File: src/rtl/tdm_demux.sv
// TDM link receiver: routes each valid sample to its channel register, tracks frame lock, flags framing errors.
// Latency 1 cycle from accepted sample to dout/dout_valid; no backpressure, a sample is taken on every din_valid.
module tdm_demux #(
    parameter int CHANNELS = 4,
    parameter int WIDTH    = 8,
    localparam int SW      = $clog2(CHANNELS)
) (
    input  logic                      clk,
    input  logic                      rst,
    input  logic                      din_valid,
    input  logic [WIDTH-1:0]          din,
    input  logic                      sync,
    input  logic                      err_clr,
    output logic [CHANNELS*WIDTH-1:0] dout,
    output logic [CHANNELS-1:0]       dout_valid,
    output logic                      frame_done,
    output logic                      locked,
    output logic [SW-1:0]             slot,
    output logic                      sync_err
);

    localparam logic [0:0] HUNT   = 1'b0;
    localparam logic [0:0] LOCKED = 1'b1;

    localparam logic [SW-1:0] LAST_SLOT = SW'(CHANNELS - 1);

    logic [0:0] state;

    assign locked = (state == LOCKED);

    always_ff @(posedge clk) begin
        if (rst) begin
            state      <= HUNT;
            dout       <= '0;
            dout_valid <= '0;
            frame_done <= 1'b0;
            slot       <= '0;
            sync_err   <= 1'b0;
        end else begin
            dout_valid <= '0;
            frame_done <= 1'b0;
            // Clear first so that an error raised below in the same cycle wins.
            if (err_clr) begin
                sync_err <= 1'b0;
            end
            if (din_valid) begin
                if (state == HUNT) begin
                    if (sync) begin
                        dout[0 +: WIDTH] <= din;
                        dout_valid[0]    <= 1'b1;
                        slot             <= SW'(1);
                        state            <= LOCKED;
                    end
                end else if (sync) begin
                    // Early sync truncates the current frame but keeps lock.
                    if (slot != '0) begin
                        sync_err <= 1'b1;
                    end
                    dout[0 +: WIDTH] <= din;
                    dout_valid[0]    <= 1'b1;
                    slot             <= SW'(1);
                end else if (slot == '0) begin
                    sync_err <= 1'b1;
                    slot     <= '0;
                    state    <= HUNT;
                end else begin
                    dout[int'(slot)*WIDTH +: WIDTH] <= din;
                    dout_valid[slot]                <= 1'b1;
                    slot                            <= slot + SW'(1);
                    if (slot == LAST_SLOT) begin
                        frame_done <= 1'b1;
                    end
                end
            end
        end
    end

endmodule

File: config.mk
export PLATFORM = sky130hd
export DESIGN_NAME = tdm_demux
export DESIGN_NICKNAME = d
export VERILOG_FILES = /design/src/rtl/tdm_demux.sv
export SDC_FILE = /design/constraint.sdc
export NUM_CORES = 1
export LEC_CHECK = 0
export ABC_AREA = 0
export CAP_MARGIN = 20
export CORE_UTILIZATION = 45
export CTS_CLUSTER_DIAMETER = 40
export DETAILED_ROUTE_END_ITERATION = 10
export MAX_ROUTING_LAYER = met4
export PLACE_DENSITY = 0.85
export SKIP_CTS_REPAIR_TIMING = 1
export SLEW_MARGIN = 10
export SYNTH_ARGS = -nofsm -noshare
export SYNTH_HDL_FRONTEND = slang
export SYNTH_SLANG_ARGS = --single-unit
File: constraint.sdc
create_clock -name clk -period 1.93 [get_ports clk]
set_input_delay 0.579 -clock clk [delete_from_list [all_inputs] [get_ports clk]]
set_output_delay 0.579 -clock clk [all_outputs]
set_load 0.005 [all_outputs]
==> results of run 1 <==
-- where the power goes --
part | total [W] | internal, W | switching (W)
registers | 0.000845 | 0.000838 | 0.00000663
logic | 0.000193 | 0.0000893 | 0.000104
clock network | 0.000592 | 0.000318 | 0.000274
total | 0.00163 | 0.00125 | 0.000384
-- how the worst min path moves through the flow --
stage | to | slack, ns
final | dout[20] | 0.45
after global routing | dout[19] | 0.48
after CTS | dout[9] | 0.46
after detailed placement | dout[23] | 0.45
after global placement | dout[27] | 0.44
after floorplan | dout[10] | 0.45
-- cell type report --
type / count / area share (%)
tap: 48 / 2.43
inverter: 6 / 0.912
timing repair buffer: 70 / 26.7
clock buffer: 7 / 3.90
sequential: 40 / 32.4
multi-input combinational: 137 / 33.7
-- synthesized netlist by cell type --
| library cell | number | area share [%] |
|---|---|---|
| buf_6 | 1 | 0.65 |
| nor3b_2 | 2 | 1.5 |
| a21o_1 | 1 | 0.44 |
| a21oi_1 | 27 | 7.8 |
| clkinv_1 | 1 | 0.22 |
| nand3_1 | 24 | 7.0 |
| o21ai_1 | 6 | 1.7 |
| o311a_4 | 1 | 1.2 |
| clkbuf_1 | 5 | 1.1 |
| buf_4 | 3 | 1.3 |
| buf_1 | 1 | 0.22 |
| dfxtp_1 | 40 | 46 |
| and3_1 | 1 | 0.36 |
| nor3_1 | 1 | 0.29 |
| a211oi_1 | 1 | 0.44 |
| and3b_1 | 1 | 0.51 |
| inv_1 | 5 | 1.1 |
| and2_1 | 4 | 1.5 |
| nand4_1 | 12 | 4.4 |
| nand2_1 | 27 | 5.9 |
| and4_1 | 3 | 1.5 |
| ha_1 | 10 | 7.3 |
| buf_2 | 2 | 0.58 |
| o211ai_1 | 8 | 3.5 |
| o21ai_0 | 3 | 0.87 |
| nand2b_1 | 1 | 0.36 |
| a311oi_1 | 1 | 0.51 |
| o22ai_1 | 1 | 0.36 |
| clkbuf_2 | 1 | 0.29 |
| nor4_1 | 1 | 0.36 |
| nor2b_1 | 1 | 0.36 |
-- logic make-up after synthesis --
| kind of cell | Yosys count | share of synthesized area, % |
|---|---|---|
| and+or+nand+nor | 78 | 23.9 |
| adders and majority gates | 10 | 7.26 |
| AOI/OAI and AO/OA | 49 | 16.9 |
| DFF | 40 | 46.5 |
| buffers and inverters | 19 | 5.45 |
-- cell usage in the layout (no fill, tap or decap) --
master,Yosys,routed
a21oi_1,27,27
a311oi_1,1,1
clkbuf_8,0,7
clkdlybuf4s50_1,0,53
o211ai_1,8,8
o21ai_0,3,3
and4_2,0,2
nand4_1,12,12
nor3b_2,2,2
a21o_1,1,1
o311a_4,1,1
nand2b_1,1,1
dfxtp_1,40,40
and3_1,1,1
clkinv_1,1,1
and4_1,3,1
nand2_1,27,27
o22ai_1,1,1
and2_1,4,4
o21ai_1,6,6
nor4_1,1,1
nand3_1,24,24
inv_1,5,5
a211oi_1,1,1
nor2b_1,1,1
nor3_1,1,1
and3b_1,1,1
buf_4,3,17
ha_1,10,10
-- stage by stage --
step,utilization [%],power [W]
2_1_floorplan,-,0.000950
3_3_place_gp,64.7,0.00105
3_5_place_dp,64.7,0.00105
4_1_cts,67.4,0.00163
5_1_grt,67.4,0.00170
6_report,67.4,0.00163
-- per-layer routing --
layer	GRT usage (%)	vias up	share of wire [%]
met5	-	-	0
met3	5.71	8	5.6
li1	-	827	-
met4	9.66	0	1.8
met1	28.8	783	45
met2	37.0	60	47
-- registers in the layout (all words and copies together) (netlist names) --
signal and cells:
sync_err 1, slot 2, locked 1, dout_valid 4, dout 32
-- worst reg2reg max path: cells and delay by family (launching register included) --
family,cells,cell delay (ns)
flops,1,0.33
buf+inv,2,0.27
simple gates,1,0.27
compound gates,2,0.31
fa+ha+maj,2,0.46
==> qor.csv, run 1 <==
metric,value,unit
synthesis.nets,219,
min_path_cells,2,
fillers,283,
path_clk_slew,0.07,ns
grt_max_degree,25,
design_area,2470,µm²
synth.avg_cell_area,8.79,µm²
violations,design-rule violations,
fin_nets,283,
max_slew.worst_pin.slew,0.561,ns
layout-drive-gt1-share,11.2,%
syn_to_final_growth,43.3,%
start_util,47.1,%
startpoint,slot[0],
r2r_start,slot[0],
reg2reg_slack,0.17,ns
mappedNetlistArea,1720,µm²
slew_headroom,62.6,%
dp_cells,301,
antenna_found_initial,0,
p_leak,0.882,nW
cts.sinks,40,
crit_path_end,slot[0],
yosys.cell_types.count,31,
timing.rr.end,dout[5],
die_area,4080,µm²
skew,0.00404,ns
port-buffer-count,53,
cp_num_cells,2,
hold_path.class,reg -> reg,
cp-end-kind,output pin,
layout_min_cycle_time,1.88,ns
num_io_pins,54,
first_global_vias,1481,
ys_warn_count,0,
path_buf_inv,2,
finalHoldViolations,0,
pre_cts_ws,-0.177,ns
cts_buffers,5,
core_area,3660,µm²
multi_input_area,831,µm²
setup_ws,0.0460,ns
dpl.hpwl,3130,µm
grt.overflow.total,0,
die_y,63.9,µm
num_vias,1678,
clock_latency,0.29,ns
ir_worst_vdd,0.444,mV
netlist_instances,196,
grt_pass1_wl,7090,µm
powerDensity,660,nW/µm²
outcome,"complete, but fails checks",
crit_family,buffers and inverters,
cts_tree,done,
cp_slowest_stage_delay,0.51,ns
wl_per_cell,14.2,µm
diodes,0,
worstPathArrival,1.31,ns
cts_max_path_buffers,2,
path_max_fanout,9,
routed_wl,4390,µm
seq_area,801,µm²
finalSetupViolCount,0,
fp.dieW,63.9,µm
fin_crit_sh,97.6,%
htree_levels,2,
root_buffer,clkbuf_8,
dpl_cell_area,2370,µm²
ys_seq_area_share,46.5,%
drtIter0Drc,139,
final_cells,308,
hold_start,dout[20],
slew_viol_final,0,
cp_slowest_cell,clkdlybuf4s50_1,
firstDrtPassIters,7,
drv_cap,0,
crit_type,reg -> out,
synth_seq_cells,40,
row_count,22,
viasPerCell,5.45,
ant_nets,0,
track_usage,23.5,%
whs,0.454,ns
drc,1,
place_congestion,0.851,
fin_setup_tns,0,ns
r2r_cells,7,
fmax,531,MHz
start_kind,flop,
path_cells,buf_4 -> clkdlybuf4s50_1,
cp.required,1.35,ns
(Power assumes the default switching activity.)
==> inputs of run 2 (changes only) <==
--- a/config.mk
+++ b/config.mk
@@ -7,11 +7,11 @@
 export LEC_CHECK = 0
 export ABC_AREA = 0
 export CAP_MARGIN = 20
-export CORE_UTILIZATION = 45
+export CORE_UTILIZATION = 46
 export CTS_CLUSTER_DIAMETER = 40
 export DETAILED_ROUTE_END_ITERATION = 10
 export MAX_ROUTING_LAYER = met4
-export PLACE_DENSITY = 0.85
+export PLACE_DENSITY = 0.86
 export SKIP_CTS_REPAIR_TIMING = 1
 export SLEW_MARGIN = 10
 export SYNTH_ARGS = -nofsm -noshare
==> qor.csv, run 2 (synthesized netlist as in run 1, its figures left out) <==
metric,value,unit,change
firstDrtPassIters,4,,-3
dp_cells,297,,-1.3%
grt_max_degree,24,,-4.0%
crit_type,reg -> out,,
netSwitchingFraction,23.0,%,-0.55 points
drc,0,,-1
slew_viol_final,0,,unchanged
path_cells,buf_6 -> clkdlybuf4s50_1,,
final_cell_mix,"53 x clkdlybuf4s50_1, 40 x dfxtp_1, 27 x nand2_1, 27 x a21oi_1, 24 x nand3_1",,
syn_to_final_growth,43.2,%,about the same
largest_reg_flops,32,,unchanged
max_slew.worst_pin.slew,0.573,ns,+0.0125 ns
internal_power,0.00131,W,+5.3%
p_total,0.00170,W,+4.6%
row_count,21,,-4.5%
fin_util,71.1,%,+3.7 points
final_cells,305,,-0.97%
finalSetupViolCount,0,,unchanged
cts.sinks,40,,unchanged
core_area,3470,µm²,-5.3%
powerDensity,691,nW/µm²,+4.6%
start_kind,flop,,
seq_area,801,µm²,unchanged
fp.dieW,63.2,µm,-1.1%
fillers,288,,+1.8%
diodes,0,,unchanged
slew_headroom,61.8,%,-0.84 points
setup_ws,0.0519,ns,+0.00590 ns
track_usage,23.2,%,-0.30 points
start_util,49.7,%,+2.6 points
clock_latency,0.29,ns,about the same
num_io_pins,54,,unchanged
drv_cap,0,,unchanged
cts_buffers,5,,unchanged
num_vias,1663,,-0.89%
ant_nets,0,,unchanged
layout-drive-gt1-share,10.8,%,-0.34 points
viasPerCell,5.45,,about the same
antenna_found_initial,0,,unchanged
root_buffer,clkbuf_8,,
reg2reg_slack,0.20,ns,+0.03 ns
whs,0.458,ns,+0.00422 ns
drtIter0Drc,71,,-49%
regMostFlops,dout,,
cts_max_path_buffers,2,,unchanged
htree_levels,2,,unchanged
power_frac_seq,49.6,%,-2.2 points
first_global_vias,1553,,+4.9%
die_y,63.2,µm,-1.1%
grt.overflow.total,0,,unchanged
cp_slowest_stage_delay,0.50,ns,about the same
layout_min_cycle_time,1.88,ns,-0.00589 ns
fmax,532,MHz,+0.31%
p_switching,0.000392,W,+2.1%
pwr-share-clk,39.1,%,+2.8 points
pre_cts_ws,-0.235,ns,-0.0579 ns
die_area,3990,µm²,-2.1%
grt_setup_unrepaired,no,,
cp-end-kind,output pin,,
cts_tree,done,,
skew,0.00689,ns,+0.00286 ns
cp_slowest_cell,clkdlybuf4s50_1,,
routed_wl,4420,µm,+0.71%
fin_crit_sh,97.3,%,-0.31 points
top_regs,"dout x32, dout_valid x4, slot x2",,
dpl.hpwl,3170,µm,+1.2%
ir_worst_vdd,0.585,mV,+32%
hold_path.class,reg -> reg,,
port-buffer-count,53,,unchanged
grt_pass1_wl,7010,µm,-1.1%
place_congestion,0.853,,+0.22%
finalHoldViolations,0,,unchanged
cp.required,1.35,ns,about the same
multi_input_area,832,µm²,+0.15%
path_clk_slew,0.07,ns,about the same
path_max_fanout,9,,unchanged
wl_per_cell,14.5,µm,+1.7%
final_common_cell,clkdlybuf4s50_1,,
p_leak,0.879,nW,-0.34%
worstPathArrival,1.30,ns,about the same
p_comb_share,11.4,%,-0.4 points
outcome,finished clean,,
fin_nets,281,,-0.71%
==> run 2: path summary, 6_finish.rpt <==
check                           cells past startpoint        to     from
worst max-delay path                                2   slot[0]  slot[0]
worst min-delay path                                2   dout[9]  dout[9]
worst max register to register                      7  dout[21]  slot[1]
worst min register to register                      2   dout[9]  dout[9]
==> run 2: worst max-delay path: cells and delay by family, from the launching register on <==
| kind | cells | cell delay (ns) |
|---|---|---|
| buffers and inverters | 2 | 0.65 |
| DFF | 1 | 0.35 |
==> run 2: power by group through the flow <==
stage | Clock [W] | Combinational, W | Sequential (W)
floorplan | 0 | 0.0000809 | 0.000869
global placement | 0 | 0.000184 | 0.000863
detailed placement | 0 | 0.000189 | 0.000864
CTS | 0.000670 | 0.000191 | 0.000845
global route | 0.000714 | 0.000209 | 0.000846
finish | 0.000666 | 0.000194 | 0.000845
==> run 2: area by class of cell <==
class | instances | share of cell area, %
clock buffers | 6 | 2.94
inverters | 6 | 0.913
repair buffers | 68 | 26.2
clock inverters | 2 | 1.42
flip-flops and latches | 40 | 32.5
multi-input cells | 137 | 33.7
well taps | 46 | 2.33
==> run 2: per-layer routing <==
metal	routed length (µm)	up-vias	GRT usage [%]
li1	-	823	-
met1	1880	756	26.9
met2	2160	74	38.6
met3	297	10	4.71
met4	76	0	10.5
met5	0	-	-
==> run 2: metrics by stage <==
| step | area [µm²] | setup TNS [ns] |
|---|---|---|
| 5_1_grt | 2470 | 0 |
| 3_5_place_dp | 2350 | -5.96 |
| 4_1_cts | 2460 | 0 |
| 2_1_floorplan | 1720 | 0 |
| 3_3_place_gp | 2350 | -4.50 |
| 6_report | 2470 | 0 |
